--- src/rtl/ctrl_packet_decoder.sv ---
// Control packet FIFO + one-stage registered decoder feeding the unit array dispatcher.
// Malformed packets are dropped with saturating error accounting.
module ctrl_packet_decoder #(
  parameter int unsigned FIFO_DEPTH = 4,
  parameter int unsigned ERR_CNT_W  = 16
) (
  input  logic                                  clk,
  input  logic                                  rst,
  input  logic                                  in_valid,
  output logic                                  in_ready,
  input  logic [29:0]                           in_pkt,
  output logic                                  out_valid,
  input  logic                                  out_ready,
  output logic [28:0]                           out_ctrl,
  input  logic                                  flush,
  input  logic                                  err_clr,
  output logic                                  err_sticky,
  output logic [ERR_CNT_W-1:0]                  err_count,
  output logic [$clog2(FIFO_DEPTH+1)-1:0]       fifo_level
);

  localparam int unsigned PTR_W = $clog2(FIFO_DEPTH);
  localparam int unsigned LVL_W = $clog2(FIFO_DEPTH + 1);
  localparam int unsigned PKT_W = 30;
  localparam int unsigned OUT_W = 29;

  localparam logic [2:0] OP_NOP     = 3'd0;
  localparam logic [2:0] OP_COPY    = 3'd3;
  localparam logic [2:0] OP_ADD_VEC = 3'd4;

  logic [PKT_W-1:0] r_mem [FIFO_DEPTH];
  logic [PTR_W-1:0] r_wr_ptr;
  logic [PTR_W-1:0] r_rd_ptr;
  logic [LVL_W-1:0] r_level;
  logic             r_out_valid;
  logic [OUT_W-1:0] r_out_ctrl;
  logic             r_err_sticky;
  logic [ERR_CNT_W-1:0] r_err_count;

  logic             w_full;
  logic             w_push;
  logic             w_pop;
  logic [PKT_W-1:0] w_head;
  logic [7:0]       w_unit;
  logic [7:0]       w_src;
  logic [2:0]       w_op;
  logic [1:0]       w_comp;
  logic [3:0]       w_addr;
  logic [2:0]       w_size;
  logic             w_illegal;
  logic             w_selfref;
  logic             w_keep;
  logic             w_err_drop;
  logic [OUT_W-1:0] w_decoded;
  logic             w_unused;

  assign w_full   = (r_level == LVL_W'(FIFO_DEPTH));
  assign in_ready = !w_full && !flush && !rst;
  assign w_push   = in_valid && in_ready;
  assign w_pop    = (r_level != '0) && (!r_out_valid || out_ready) && !flush;

  // Head-of-FIFO field extraction; ctrl[0] and config[3] are don't-care.
  assign w_head   = r_mem[r_rd_ptr];
  assign w_unit   = w_head[29:22];
  assign w_src    = w_head[21:14];
  assign w_op     = w_head[13:11];
  assign w_comp   = w_head[10:9];
  assign w_addr   = w_head[7:4];
  assign w_size   = w_head[2:0];
  assign w_unused = ^{w_head[8], w_head[3]};

  assign w_illegal  = (w_op[2:1] == 2'b11);
  assign w_selfref  = ((w_op == OP_COPY) || (w_op == OP_ADD_VEC)) && (w_src == w_unit);
  assign w_err_drop = w_pop && (w_illegal || w_selfref);
  assign w_keep     = w_pop && (w_op != OP_NOP) && !w_illegal && !w_selfref;
  assign w_decoded  = {w_unit, w_src, w_op, w_comp, w_addr, w_size, 1'b1};

  always_ff @(posedge clk) begin
    if (w_push) r_mem[r_wr_ptr] <= in_pkt;
  end

  // Pointers and exact occupancy; flush and reset both empty the FIFO.
  always_ff @(posedge clk) begin
    if (rst || flush) begin
      r_wr_ptr <= '0;
      r_rd_ptr <= '0;
      r_level  <= '0;
    end else begin
      if (w_push) r_wr_ptr <= r_wr_ptr + PTR_W'(1);
      if (w_pop)  r_rd_ptr <= r_rd_ptr + PTR_W'(1);
      case ({w_push, w_pop})
        2'b10:   r_level <= r_level + LVL_W'(1);
        2'b01:   r_level <= r_level - LVL_W'(1);
        default: r_level <= r_level;
      endcase
    end
  end

  // Output register: a pop always replaces the slot, dropped packets leave it empty.
  always_ff @(posedge clk) begin
    if (rst) begin
      r_out_valid <= 1'b0;
      r_out_ctrl  <= '0;
    end else if (flush) begin
      r_out_valid <= 1'b0;
    end else if (w_pop) begin
      r_out_valid <= w_keep;
      if (w_keep) r_out_ctrl <= w_decoded;
    end else if (out_ready) begin
      r_out_valid <= 1'b0;
    end
  end

  // Clear wins over history but not over an error dropped in the same cycle.
  always_ff @(posedge clk) begin
    if (rst) begin
      r_err_sticky <= 1'b0;
      r_err_count  <= '0;
    end else if (err_clr) begin
      r_err_sticky <= w_err_drop;
      r_err_count  <= ERR_CNT_W'(w_err_drop);
    end else if (w_err_drop) begin
      r_err_sticky <= 1'b1;
      if (r_err_count != '1) r_err_count <= r_err_count + ERR_CNT_W'(1);
    end
  end

  assign out_valid  = r_out_valid;
  assign out_ctrl   = r_out_ctrl;
  assign err_sticky = r_err_sticky;
  assign err_count  = r_err_count;
  assign fifo_level = r_level;

endmodule

--- config.mk ---
export PLATFORM = sky130hd
export DESIGN_NAME = ctrl_packet_decoder
export DESIGN_NICKNAME = d
export VERILOG_FILES = /design/src/rtl/ctrl_packet_decoder.sv
export SDC_FILE = /design/constraint.sdc
export NUM_CORES = 1
export LEC_CHECK = 0
export CAP_MARGIN = 20
export CORE_MARGIN = 4
export CORE_UTILIZATION = 60
export DETAILED_ROUTE_END_ITERATION = 10
export DONT_BUFFER_PORTS = 1
export PLACE_DENSITY_LB_ADDON = 0.1
export RECOVER_POWER = 100
export SLEW_MARGIN = 20
export SYNTH_ARGS = -nofsm -noshare
export SYNTH_HDL_FRONTEND = slang
export SYNTH_SLANG_ARGS = --single-unit
--- constraint.sdc ---
create_clock -name clk -period 3.75 [get_ports clk]
set_clock_uncertainty 0.2 [all_clocks]
set_input_delay 0.375 -clock clk [delete_from_list [all_inputs] [get_ports clk]]
set_output_delay 0.375 -clock clk [all_outputs]
set_load 0.005 [all_outputs]
==> impl_metrics.py <==
metrics = {
    "global_routing": {
        "grt_max_degree": 40,
        "grt_pass1_wl_um": 22300,
        "grt_util_all_layers": 0.230,
        "overflow": 0,
        "grt_antenna_before_repair": 0,
        "grt_pass1_vias": 4198,
    },
    "finish": {
        "n_fill_cell": 732,
        "multi_input_area_um2": 2060,
        "stdcell_count": 660,
        "area.growth.synth_to_final_pct": 14.8,
        "layout-drive-gt1-share": 0.140,
        "nets": 550,
        "diodes": 0,
        "final_util": 0.708,
        "final-seq-area_um2": 4490,
    },
    "clocking": {
        "cts-root-buf": "clkbuf_16",
        "clock_latency_ps": 420,
        "numCtsBuffers": 17,
        "ctsResizeCount": 0,
        "cts_buffer_depth": 2,
        "htree_levels": 4,
        "cts.sinks": 168,
        "cts_tree": "yes",
        "clk_pin_slew_ps": 60,
    },
    "timing": {
        "tightest_slew_ps": 1540,
        "fmax_ghz": 0.290,
        "hold_viol": 0,
        "setup_viol": 0,
        "finalCritPeriodShare": 0.919,
        "rsz0062_at_grt": "no",
        "finalMaxSlewViolations": 23,
        "min_period_ps": 3450,
        "slew_headroom": -0.0250,
        "tns_ps": 0,
        "hold_ws_ps": 43.9,
    },
    "die": {
        "chipHeight_um": 114,
        "num_io_pins": 87,
        "coreArea_um2": 10900,
        "rows": 38,
        "dieArea_um2": 13000,
        "start_util": 0.617,
        "die_width_um": 114,
    },
    "critical_path": {
        "end_kind": "flop",
        "crit_arrival_ps": 3600,
        "critPathLaunchType": "flop",
        "worstSetupPathType": "reg -> reg",
        "cp_max_fo": 28,
        "cp.required_ps": 3900,
    },
    "routing": {
        "wl_met3_um": 938,
        "drtIter0Drc": 265,
        "drc_errors": 0,
        "viasPerCell": 6.28,
        "wire_per_inst_um": 20.8,
        "wl_met2_um": 6860,
        "vias": 4146,
        "drt-total-wl_um": 13700,
        "wl_met1_um": 5700,
        "routed.top_layer": "met4",
        "drtAntennaViolNets": 0,
        "first_pass_iters": 4,
    },
    "power": {
        "powerDensity_nw_per_um2": 470,
        "ir_worst_vdd_v": 0.000434,
        "p_leak_nw": 2.44,
    },
    "synthesis": {
        "async_flop_share": 0,
        "syn_area_per_cell_um2": 14.5,
        "yosysWarnings": 0,
        "syn_inst": 466,
        "synth_common_cells": "edfxtp_1, dfxtp_1, a21oi_1",
        "synthesis.area_um2": 6750,
        "synth.distinct_cells": 45,
        "synth_top_area_frac": 0.499,
        "synthesis.nets": 509,
        "yosys_most_used_dff": "edfxtp_1",
        "synth_seq_area_share": 0.665,
        "ys_seq_elements": 168,
        "synth_area_leaders": "edfxtp_1, dfxtp_1, mux4_2, a21oi_1, nand3_1",
        "synth_edf_count": 112,
        "yosysMostFrequentCell": "edfxtp_1",
        "yosys.area.top_type": "edfxtp_1",
    },
    "status": {
        "status": "finished, violations left",
        "violations": "max-capacitance violations, max-slew violations",
    },
    "job": {
        "maxCapViolCount": 1,
    },
    "place": {
        "portBuffers": 0,
        "globalplace.congestion": 0.790,
        "dp_cells": 596,
        "hpwl_um": 8700,
    },
    "min_path": {
        "hold_class": "in -> reg",
    },
}
## layout make-up
type	instances	share of cell area
multi-input combinational	258	0.266
sequential	168	0.579
inverter	9	0.00436
clock inverter	8	0.00646
timing repair buffer	53	0.0604
clock buffer	24	0.0609
tap	140	0.0226
## critical path, cell delays in order (launching register included)
cell and delay (ps):
dfxtp_2 500, buf_4 200, mux4_2 550, xor2_1 190, or4_1 540, o41a_1 340
buf_4 230, or4_1 480, a21oi_1 150
## metrics by stage
stage | total power, W | area [um2] | setup WS [ps]
after CTS | 0.00368 | 7820 | 326
final | 0.00364 | 7750 | 304
after floorplan | 0.00209 | 6750 | 642
after global placement | 0.00211 | 6970 | 382
after detailed placement | 0.00211 | 6970 | 364
after global routing | 0.00378 | 7750 | 130
## what timing repair did
action / in CTS / in global routing
endpoints found under the hold margin: 156 / 0
setup buffers: 0 / 0
hold buffers: 32 / 0
## cells by family after synthesis
family                     after synthesis  synth area share
muxes                                   31             0.101
adders and majority gates                7            0.0141
and+or+nand+nor                        109            0.0894
AOI/OAI and AO/OA                       98            0.0857
DFF                                    168             0.665
xor gates and xnor gates                13            0.0169
buffers and inverters                   40            0.0280
## layout by cell type (no fill, tap or decap), types with 2 or more instances in the layout
cell           count
or3_1             10
clkbuf_8           2
o21a_1             3
and3_1             6
clkbuf_1           9
nor2b_1            4
nand4_1            6
a31oi_1            2
a21oi_1           39
o31ai_1            6
xnor2_1            5
nand2_1           12
clkbuf_2           2
inv_1              8
and2_1             2
nand3_1           34
buf_4             15
o21ai_0           30
o31a_1             2
clkbuf_16         17
nor2_1            14
mux4_1             6
nor4_1             4
or4_1              7
o311ai_0           4
xor2_1             8
dfxtp_1           55
o41ai_1            6
dlygate4sd3_1     31
or2_2              4
edfxtp_1         112
and4_1             2
mux2i_1            3
clkinv_2           5
ha_1               6
mux4_2            22
nor3_1             2
## flip-flops by register name, indices dropped and copies added, names as in the netlist, named ones only
name,count
out_valid,1
r_rd_ptr,2
r_mem,112
err_count,16
fifo_level,3
r_wr_ptr,2
out_ctrl,29
err_sticky,1
## path summary, 6_finish.rpt
kind / end / slack (ps) / from / depth (start not counted)
min reg2reg: out_ctrl[0]$_SDFFE_PP0P_ / 290 / out_ctrl[0]$_SDFFE_PP0P_ / 2
max: err_count[4]$_SDFFE_PP0P_ / 300 / flop / 8
min: err_count[0]$_SDFFE_PP0P_ / 40 / err_clr / 2
max reg2reg: err_count[4]$_SDFFE_PP0P_ / 300 / flop / 8
## report_power, final
part / total [W] / leakage, nW / internal (W) / switching (W)
Combinational: 0.000118 / 0.723 / 0.0000516 / 0.0000667
Sequential: 0.00200 / 1.46 / 0.00199 / 0.00000654
Clock: 0.00153 / 0.258 / 0.000878 / 0.000652
## metal layers
| layer | GRT usage | up-vias |
|---|---|---|
| met5 | 0 | - |
| met4 | 0.0839 | 0 |
| met3 | 0.0764 | 22 |
| met2 | 0.373 | 126 |
| met1 | 0.292 | 2085 |
| li1 | - | 1913 |
Note: power is estimated with default switching activity, not from simulation.
